===== config.mk =====
export PLATFORM = sky130hd
export DESIGN_NAME = cuckoo_lookup_sched
export DESIGN_NICKNAME = d
export VERILOG_FILES = /design/src/rtl/cuckoo_lookup_sched.sv
export SDC_FILE = /design/constraint.sdc
export NUM_CORES = 1
export LEC_CHECK = 0
export BUFFER_PORTS_ARGS = -buffer_cell sky130_fd_sc_hd__buf_2
export CAP_MARGIN = 10
export CORE_AREA = 2 2 358 360
export CTS_BUF_LIST = sky130_fd_sc_hd__clkbuf_2
export CTS_CLUSTER_DIAMETER = 30
export DETAILED_ROUTE_END_ITERATION = 10
export DIE_AREA = 0 0 360 362
export SETUP_SLACK_MARGIN = 0.3
export SYNTH_ARGS = -nofsm -noshare
export SYNTH_HDL_FRONTEND = slang
export SYNTH_SLANG_ARGS = --single-unit

===== constraint.sdc =====
create_clock -name clk -period 3.6 [get_ports clk]
set_input_delay 0.18 -clock clk [delete_from_list [all_inputs] [get_ports clk]]
set_output_delay 0.18 -clock clk [all_outputs]
set_load 0.02 [all_outputs]

===== src/rtl/cuckoo_lookup_sched.sv =====
`default_nettype none
// ============================================================================
// Module      : cuckoo_lookup_sched
// Description : Round-robin scheduler sharing one fixed-latency cuckoo lookup
//               engine among NUM_REQ lanes. Results are returned in issue
//               order through a credit-protected response FIFO.
// Revision    : 1.0 - initial release
// ============================================================================
module cuckoo_lookup_sched #(
   parameter int NUM_REQ   = 4,
   parameter int WIN_W     = 160,
   parameter int LAT       = 4,
   parameter int CMP_DLY   = 3,
   parameter int RSP_DEPTH = 8
) (
   input  logic                         clk,
   input  logic                         rst,
   input  logic                         flush,
   input  logic [NUM_REQ-1:0]           req_valid,
   input  logic [NUM_REQ*20-1:0]        req_prehash,
   input  logic [NUM_REQ*WIN_W-1:0]     req_window,
   output logic [NUM_REQ-1:0]           req_ready,
   output logic                         eng_enable,
   output logic [9:0]                   eng_prehash_t1,
   output logic [9:0]                   eng_prehash_t2,
   output logic [WIN_W-1:0]             eng_fifo_in,
   input  logic [1:0]                   eng_compare_out,
   input  logic [1:0]                   eng_suffix,
   output logic                         rsp_valid,
   output logic [$clog2(NUM_REQ)-1:0]   rsp_lane,
   output logic [1:0]                   rsp_match,
   output logic [1:0]                   rsp_suffix,
   input  logic                         rsp_ready
);

   localparam int c_lane_w = $clog2(NUM_REQ);
   localparam int c_ptr_w  = $clog2(RSP_DEPTH);
   localparam int c_cnt_w  = c_ptr_w + 1;
   localparam int c_ent_w  = c_lane_w + 4;
   // Bits [79:32] of the engine window are consumed late, in the compare stage.
   localparam logic [WIN_W-1:0] c_cmp_mask = {{(WIN_W-48){1'b0}}, {48{1'b1}}} << 32;

   logic [c_lane_w-1:0] r_ptr;
   logic [LAT-1:0]      r_trk_vld;
   logic [c_lane_w-1:0] r_trk_lane [LAT];
   logic [47:0]         r_cmp_dly  [CMP_DLY];
   logic [c_ent_w-1:0]  r_mem      [RSP_DEPTH];
   logic [c_ptr_w-1:0]  r_wr_ptr;
   logic [c_ptr_w-1:0]  r_rd_ptr;
   logic [c_cnt_w-1:0]  r_count;

   int                  w_inflight;
   int                  w_idx;
   logic                w_can_issue;
   logic                w_found;
   logic [c_lane_w-1:0] w_gidx;
   logic [WIN_W-1:0]    w_win;
   logic [47:0]         w_cmp_out;
   logic                w_push;
   logic                w_pop;
   logic [c_ent_w-1:0]  w_head;

   // Count lookups still travelling through the engine; they hold FIFO credits.
   always_comb begin
      w_inflight = 0;
      for (int i = 0; i < LAT; i++) begin
         w_inflight = w_inflight + int'(r_trk_vld[i]);
      end
   end

   // Round-robin search starting after the last granted lane, gated by credits.
   always_comb begin
      w_found     = 1'b0;
      w_gidx      = '0;
      w_idx       = 0;
      w_can_issue = (int'(r_count) + w_inflight) < RSP_DEPTH;
      if (rst && !flush && w_can_issue) begin
         for (int k = 1; k <= NUM_REQ; k++) begin
            w_idx = (int'(r_ptr) + k) % NUM_REQ;
            if (!w_found && req_valid[w_idx]) begin
               w_found = 1'b1;
               w_gidx  = c_lane_w'(w_idx);
            end
         end
      end
   end

   assign req_ready      = w_found ? (NUM_REQ'(1) << w_gidx) : '0;
   assign eng_enable     = w_found;
   assign eng_prehash_t1 = w_found ? req_prehash[w_gidx*20 +: 10]      : 10'd0;
   assign eng_prehash_t2 = w_found ? req_prehash[w_gidx*20 + 10 +: 10] : 10'd0;
   assign w_win          = w_found ? req_window[w_gidx*WIN_W +: WIN_W]  : '0;
   assign w_cmp_out      = rst ? r_cmp_dly[CMP_DLY-1] : 48'd0;
   assign eng_fifo_in    = (w_win & ~c_cmp_mask) | ({{(WIN_W-48){1'b0}}, w_cmp_out} << 32);

   // Remember the last granted lane so the next search starts just after it.
   always_ff @(posedge clk) begin
      if (!rst) begin
         r_ptr <= c_lane_w'(NUM_REQ - 1);
      end else if (w_found) begin
         r_ptr <= w_gidx;
      end
   end

   // Delay the compare field so the compare stage sees its own lookup's window.
   always_ff @(posedge clk) begin
      if (!rst) begin
         for (int i = 0; i < CMP_DLY; i++) begin
            r_cmp_dly[i] <= 48'd0;
         end
      end else begin
         r_cmp_dly[0] <= w_win[79:32];
         for (int i = 1; i < CMP_DLY; i++) begin
            r_cmp_dly[i] <= r_cmp_dly[i-1];
         end
      end
   end

   // Track each issue through the engine latency; flush kills in-flight results.
   always_ff @(posedge clk) begin
      if (!rst) begin
         r_trk_vld <= '0;
         for (int i = 0; i < LAT; i++) begin
            r_trk_lane[i] <= '0;
         end
      end else begin
         r_trk_vld     <= flush ? '0 : {r_trk_vld[LAT-2:0], w_found};
         r_trk_lane[0] <= w_gidx;
         for (int i = 1; i < LAT; i++) begin
            r_trk_lane[i] <= r_trk_lane[i-1];
         end
      end
   end

   assign w_push = r_trk_vld[LAT-1] && !flush;
   assign w_pop  = rsp_valid && rsp_ready && !flush;

   // Response storage; written when a tracked lookup leaves the engine.
   always_ff @(posedge clk) begin
      if (w_push) begin
         r_mem[r_wr_ptr] <= {r_trk_lane[LAT-1], eng_compare_out, eng_suffix};
      end
   end

   // FIFO pointers and occupancy; flush empties the queue.
   always_ff @(posedge clk) begin
      if (!rst || flush) begin
         r_wr_ptr <= '0;
         r_rd_ptr <= '0;
         r_count  <= '0;
      end else begin
         if (w_push) begin
            r_wr_ptr <= r_wr_ptr + 1'b1;
         end
         if (w_pop) begin
            r_rd_ptr <= r_rd_ptr + 1'b1;
         end
         case ({w_push, w_pop})
            2'b10:   r_count <= r_count + 1'b1;
            2'b01:   r_count <= r_count - 1'b1;
            default: r_count <= r_count;
         endcase
      end
   end

   assign w_head     = r_mem[r_rd_ptr];
   assign rsp_valid  = rst && (r_count != '0);
   assign rsp_lane   = rsp_valid ? w_head[c_ent_w-1:4] : '0;
   assign rsp_match  = rsp_valid ? w_head[3:2]         : 2'd0;
   assign rsp_suffix = rsp_valid ? w_head[1:0]         : 2'd0;

   a_no_overflow : assert property (@(posedge clk) disable iff (!rst)
      !(w_push && !w_pop && (r_count == c_cnt_w'(RSP_DEPTH))));

endmodule
`default_nettype wire


-- Word-level counts from Yosys, hierarchy flattened
Memories as Yosys holds them, arrays and structs flattened. A register that Yosys moved wholly into a read port is not among the register bits.
Index checks and enable logic that the tools add are counted.
- $add $sub $neg: 13
- multiply operators: 2
- $lt $le $gt $ge: 5
- equal/unequal tests: 2
- shift operators: 4
- muxes and demuxes: 47
- bitwise gates (word level): 13
- reduce and logical (&&, ||, !) cells: 22
- operators by type and width (operator ; number):
    $shiftx A640 B11 Y160 ; 1
    $mux W48 ; 4
    $mux W160 ; 1
    $or A160 B80 Y160 ; 1
    $shiftx A80 B8 Y10 ; 1
    $shiftx A80 B9 Y10 ; 1
    $mux W2 ; 12
    $mux W1 ; 20
    $mux W10 ; 2
    $lt A3 B4 Y1 const B ; 4
    $mul A2 B3 Y5 const B ; 2
    $reduce_or A2 Y1 ; 5
    $logic_and A1 B1 Y1 ; 9
    $add A7 B4 Y8 const B ; 1
    $bmux W1 S2 ; 4
    $pmux W4 S2 ; 1
    $or A1 B1 Y1 ; 7
    $add A3 B1 Y3 const B ; 2
    $mux W3 ; 2
    $add A4 B4 Y5 ; 1
    $logic_not A1 Y1 ; 5
    $lt A5 B4 Y1 const B ; 1
    $add A2 B1 Y2 const B ; 2
    $add A2 B2 Y2 const B ; 2
    14 further kinds ; 17
- register bits after elaboration: 16
- bits in writable memories: 200
- bits of input ports: 732
- word-level logic and storage cells: 116
- memories kept: 3
- memories (memory ; depth ; bits a word ; read ports ; clocked after Yosys merged registers in ; write ports ; RTL line ; text):
    r_cmp_dly ; 3 ; 48 ; 3 ; 0 ; 3 ; 46 ; logic [47:0] r_cmp_dly [CMP_DLY];
    r_mem ; 8 ; 6 ; 1 ; 1 ; 1 ; 47 ; logic [c_ent_w-1:0] r_mem [RSP_DEPTH];
    r_trk_lane ; 4 ; 2 ; 4 ; 0 ; 4 ; 45 ; logic [c_lane_w-1:0] r_trk_lane [LAT];

-- Longest topological paths before layout
- depth in word-level cells: 24
- gate-level depth with buffers: 11

-- Worst setup path after synthesis
No wires, ideal clock.
- path type: flip-flop to output port
- from: reg r_trk_vld[3]
- to: out eng_fifo_in[100]
- data arrival time: 2.649 ns
- path slack: 0.771 ns
- cell stages (with the launch flop): 11
- path buffers: 2
- cells stage by stage: dfxtp_1 fa_1 ha_1 a211oi_1 nor2_1 a211o_1 inv_2 nand2_2 buf_2 buf_1 o22ai_1
- elaborated cells on any way between the ends: 10
- classes of those cells: add/sub: 2; mul: 1; order compare: 1; shift: 1; mux: 3; bitwise: 1; reduce/logical: 1
- RTL lines (item ; RTL line ; text):
    start: declaration ; 44 ; logic [LAT-1:0] r_trk_vld;
    start signal: assignment ; 127 ; r_trk_vld <= flush ? '0 : {r_trk_vld[LAT-2:0], w_found};
    $add A3 B1 Y4 ; 67 ; w_inflight = w_inflight + int'(r_trk_vld[i]);
    $add A4 B4 Y5 ; 76 ; w_can_issue = (int'(r_count) + w_inflight) < RSP_DEPTH;
    $lt A5 B4 Y1 ; 76 ;
    $logic_and A1 B1 Y1 ; 77 ; if (rst && !flush && w_can_issue) begin
    $mux W1 ; 77 ;
    net eng_enable ; 23 ; output logic eng_enable,
    $mux W160 ; 92 ; assign w_win = w_found ? req_window[w_gidx*WIN_W +: WIN_W] : '0;
    $or A160 B80 Y160 ; 94 ; assign eng_fifo_in = (w_win & ~c_cmp_mask) | ({{(WIN_W-48){1'b0}}, w_cmp_out} << 32);
    end: declaration ; 26 ; output logic [WIN_W-1:0] eng_fifo_in,
The timed path passes the listed nets, and every way through them passes these cells.

-- Worst setup path after layout
- from: reg r_trk_vld[0]
- to: out eng_fifo_in[94]
- longest elaborated chain between the ends: 11
- elaborated cells on any way between the ends: 12
- classes of those cells: add/sub: 4; mul: 1; order compare: 1; shift: 1; mux: 3; bitwise: 1; reduce/logical: 1
- RTL lines (item ; RTL line):
    $add A1 B1 Y2 * ; 67
    $add A2 B1 Y3 * ; 67
    $add A3 B1 Y4 * ; 67
    $add A4 B4 Y5 * ; 76
    $lt A5 B4 Y1 * ; 76
    $logic_and A1 B1 Y1 * ; 77
    $mux W2 ; 77
    $mul A2 B3 Y5 ; 92
    $shiftx A640 B11 Y160 ; 92
    $mux W160 * ; 92
    $or A160 B80 Y160 * ; 94
Mark *: on every way between the ends. The rest lies on a longest branch, timed or not.

==> impl_metrics.ini <==
[outcome]
run_status = finished, violations left
failed_checks = setup timing

[synth]
netlist.area_leader.share = 0.3064
syn_area_per_cell_um2 = 10.56
synth_ff_type = sky130_fd_sc_hd__dfxtp_1
synth_register_bits = 219
synth.yosys.warnings = 0
netlist_instances = 1135
synth-edff-count = 48
synth_area_mm2 = 0.01199
synth.top_cells.by_area = sky130_fd_sc_hd__mux2i_1 31%, sky130_fd_sc_hd__dfxtp_1 29%, sky130_fd_sc_hd__edfxtp_1 12%, sky130_fd_sc_hd__o22ai_1 9.4%, sky130_fd_sc_hd__and2_1 8.0%
yosys-top-cells-count = 367 x sky130_fd_sc_hd__mux2i_1, 180 x sky130_fd_sc_hd__o22ai_1, 171 x sky130_fd_sc_hd__dfxtp_1
synth.lib_cells_used.distinct = 38
netlist.top_cell.by_area = sky130_fd_sc_hd__mux2i_1
synthMostInstantiatedCell = sky130_fd_sc_hd__mux2i_1
postSynth.asyncResetShare = 0
syn_nets = 1876
synth_sequential_area_ratio = 0.4057

[floorplan]
fp.dieArea_mm2 = 0.1303
die_width_um = 360
start_util = 0.09463
number_of_placement_rows = 131
ios = 924
core_mm2 = 0.1267
die_height_um = 362

[timing]
rsz_0062_raised_after_global_routing = true
finalSetupViolCount = 135
fmax_ghz = 0.2619
timing.setup.tns_ns = -20.93
timing_worst_slew_pin_value_ns = 1.022
slew_violations = 0
clock_skew_ns = 0.1150
minimum_clock_period_after_layout_ns = 3.818
post-route-worst-setup-slack_ns = -0.2183
timing_hold_violations_final = 0
timing.final.crit_share = 1.061
worst_max_slew_margin_expressed_relative_to_the_limit = 0.3136

[finish]
stdcell_area_mm2 = 0.02660
drive_above_1_share = 0.5106
num-nets-final = 3232
fillerInstances = 13736
area_delta_synth_final_pct = 121.8
final_core_util = 0.2099

[place]
dpl_worst_slack_ns = 0.4083
buffer_ports.inserted = 923
place.gp.congestion = 1.011
placement_cell_area_mm2 = 0.01870
dp.final_hpwl_um = 90760

[min_path]
hold_class = in2reg

[clock_tree]
clock_network_latency_to_the_later_pin_of_the_worst_skew_pair_ns = 0.98
cts_num_sinks = 219
cts_tree = yes
clockBufferDepth = 3
clockRootBuffer = sky130_fd_sc_hd__clkbuf_2
clock_tree.htree_level_count = 3
path_clk_slew_ns = 0.08
cts-buffers-inserted = 72

[setup_path]
worst_path_largest_cell_delay_ns = 0.48
critPathKind = reg2out
critical_path.endpoint_type = primary output
crit_slowest_cell = sky130_fd_sc_hd__fa_1
timing.critical_path.from_type = flop
crit_arrival_ns = 3.64
timing.critical_path.cells = fa_1 > ha_1 > a211oi_2 > nor2_4 > or3_4 > buf_12 > buf_16 > o22ai_4 > buf_6
timing.critical_path.fanout_max = 12
cp.required_ns = 3.42

[global_routing]
grt_antenna_before_repair = 160
grt_pass1_vias = 16570
gr-total-overflow = 0
track_usage = 0.1744
grt_start_max_net_pins = 93
first_pass_grt_wire_length_um = 152300

[routing]
detail_route.wl_per_cell_um = 28.22
postRouteAntennaNets = 0
routed_via_count_divided_by_cell_count = 3.889
drt_first_pass_iters = 5
remaining_drc_errors = 0
dr_total_vias = 16649
wl_um = 120800
detail_route.iter0.violations = 1280

[pwr]
total_leakage_power_nw = 12.20
power_per_cell_area_mw_per_mm2 = 310.3
vdd.ir_drop.worst_v = 0.0001487

[job]
cap_violations = 0
-- sequential cells by signal, summed over array words and instances, names as in the netlist, named ones only --
signal,cells
r_cmp_dly,144
r_mem,48
r_trk_lane,8
r_count,4
r_trk_vld,4
r_rd_ptr,3
r_wr_ptr,3
r_ptr,2
-- worst max-delay path: cells and delay by family (launching register included) --
kind,cells,cell delay (ns)
and+or+nand+nor,2,0.51
adders and majority gates,2,0.80
buffers and inverters,3,0.52
DFF,1,0.34
AOI/OAI and AO/OA,2,0.52
-- cells by family (layout without fill, tap and decap cells) --
| group | count (synthesis) | in the layout | share of synthesized area |
|---|---|---|---|
| and+or+nand+nor | 212 | 216 | 0.1028 |
| AOI/OAI and AO/OA | 198 | 198 | 0.1037 |
| muxes | 379 | 379 | 0.3289 |
| xor gates and xnor gates | 7 | 7 | 0.005113 |
| DFF | 219 | 219 | 0.4057 |
| other | 0 | 77 | 0 |
| adders and majority gates | 9 | 9 | 0.01064 |
| buffers and inverters | 111 | 1514 | 0.04310 |
-- cells in the final DEF, fill, tap and decap left out, types with 5 or more instances in the layout --
cell                            synthesis  final
sky130_fd_sc_hd__buf_2                 50    788
sky130_fd_sc_hd__dlygate4sd3_1          0    362
sky130_fd_sc_hd__mux2i_1              367    352
sky130_fd_sc_hd__dfxtp_1              171    166
sky130_fd_sc_hd__and2_1               153    153
sky130_fd_sc_hd__buf_6                  0    126
sky130_fd_sc_hd__clkbuf_2               0     93
sky130_fd_sc_hd__o22ai_4                0     81
sky130_fd_sc_hd__diode_2                0     77
sky130_fd_sc_hd__o22ai_1              180     59
sky130_fd_sc_hd__buf_4                 10     56
sky130_fd_sc_hd__edfxtp_1              48     48
sky130_fd_sc_hd__o22ai_2                0     40
sky130_fd_sc_hd__nor2_1                30     28
sky130_fd_sc_hd__buf_16                 0     19
sky130_fd_sc_hd__buf_12                 0     19
sky130_fd_sc_hd__mux2i_2                0     15
sky130_fd_sc_hd__clkinv_2               0     15
sky130_fd_sc_hd__mux4_2                12     12
sky130_fd_sc_hd__nand2b_1               9      9
sky130_fd_sc_hd__clkinv_1               0      9
sky130_fd_sc_hd__inv_1                  8      8
sky130_fd_sc_hd__nand2_1                7      7
sky130_fd_sc_hd__ha_1                   7      7
sky130_fd_sc_hd__a21oi_1                6      6
sky130_fd_sc_hd__xor2_1                 5      5
sky130_fd_sc_hd__dfxtp_2                0      5
sky130_fd_sc_hd__bufinv_16              0      5
-- stage by stage --
step	hold slack (ns)	instances	total power (W)
after global routing	0.02692	4254	0.008632
after detailed placement	0.4169	3656	0.004829
final	0.2014	4281	0.008253
after CTS	0.00007350	4190	0.008085
after global placement	0.4133	3656	0.004835
after floorplan	0.2789	1135	0.003736
-- timing repair --
action / in CTS / in global routing
cloned: 19 / 6
pin swaps: 45 / 15
endpoints found under the setup margin: 138 / 154
resized for setup: 404 / 131
hold buffers: 364 / 0
endpoints found under the hold margin: 190 / 0
buffers inserted: 26 / 8
-- layout make-up --
type / instances / area, µm² / area share
Clock buffer: 93 / 465.4 / 0.01750
Timing Repair Buffer: 1380 / 10530 / 0.3959
Antenna cell: 77 / 192.7 / 0.007245
Clock inverter: 32 / 275.3 / 0.01035
Multi-Input combinational cell: 809 / 8145 / 0.3063
Sequential cell: 219 / 4871 / 0.1831
Tap cell: 1662 / 2079 / 0.07819
Inverter: 9 / 36.28 / 0.001364
-- path summary, 6_finish.rpt --
check                                       from                 to  slack (ns)  cells past startpoint
worst max-delay path                r_trk_vld[0]    eng_fifo_in[94]       -0.22                      9
worst min-delay path              req_window[39]    r_cmp_dly[0][7]        0.20                      4
worst max register to register      r_trk_vld[0]   r_cmp_dly[0][47]        0.38                     13
worst min register to register  r_cmp_dly[0][88]  r_cmp_dly[0][136]        0.35                      1
-- where the power goes --
| group | switching [W] | total, W | internal (W) |
|---|---|---|---|
| Sequential | 0.0000237 | 0.00261 | 0.00259 |
| Combinational | 0.00171 | 0.00334 | 0.00163 |
| Clock | 0.00122 | 0.00230 | 0.00109 |
| Total | 0.00295 | 0.00825 | 0.00530 |
-- per-layer routing --
metal / GRT usage / routed length [µm] / vias up
met5: 0 / 372 / -
met4: 0.1004 / 7635 / 68
met3: 0.07475 / 13710 / 397
met2: 0.2552 / 50700 / 1226
met1: 0.2123 / 48410 / 7887
li1: - / - / 7071
No activity file was read; power rests on OpenSTA's default activity.
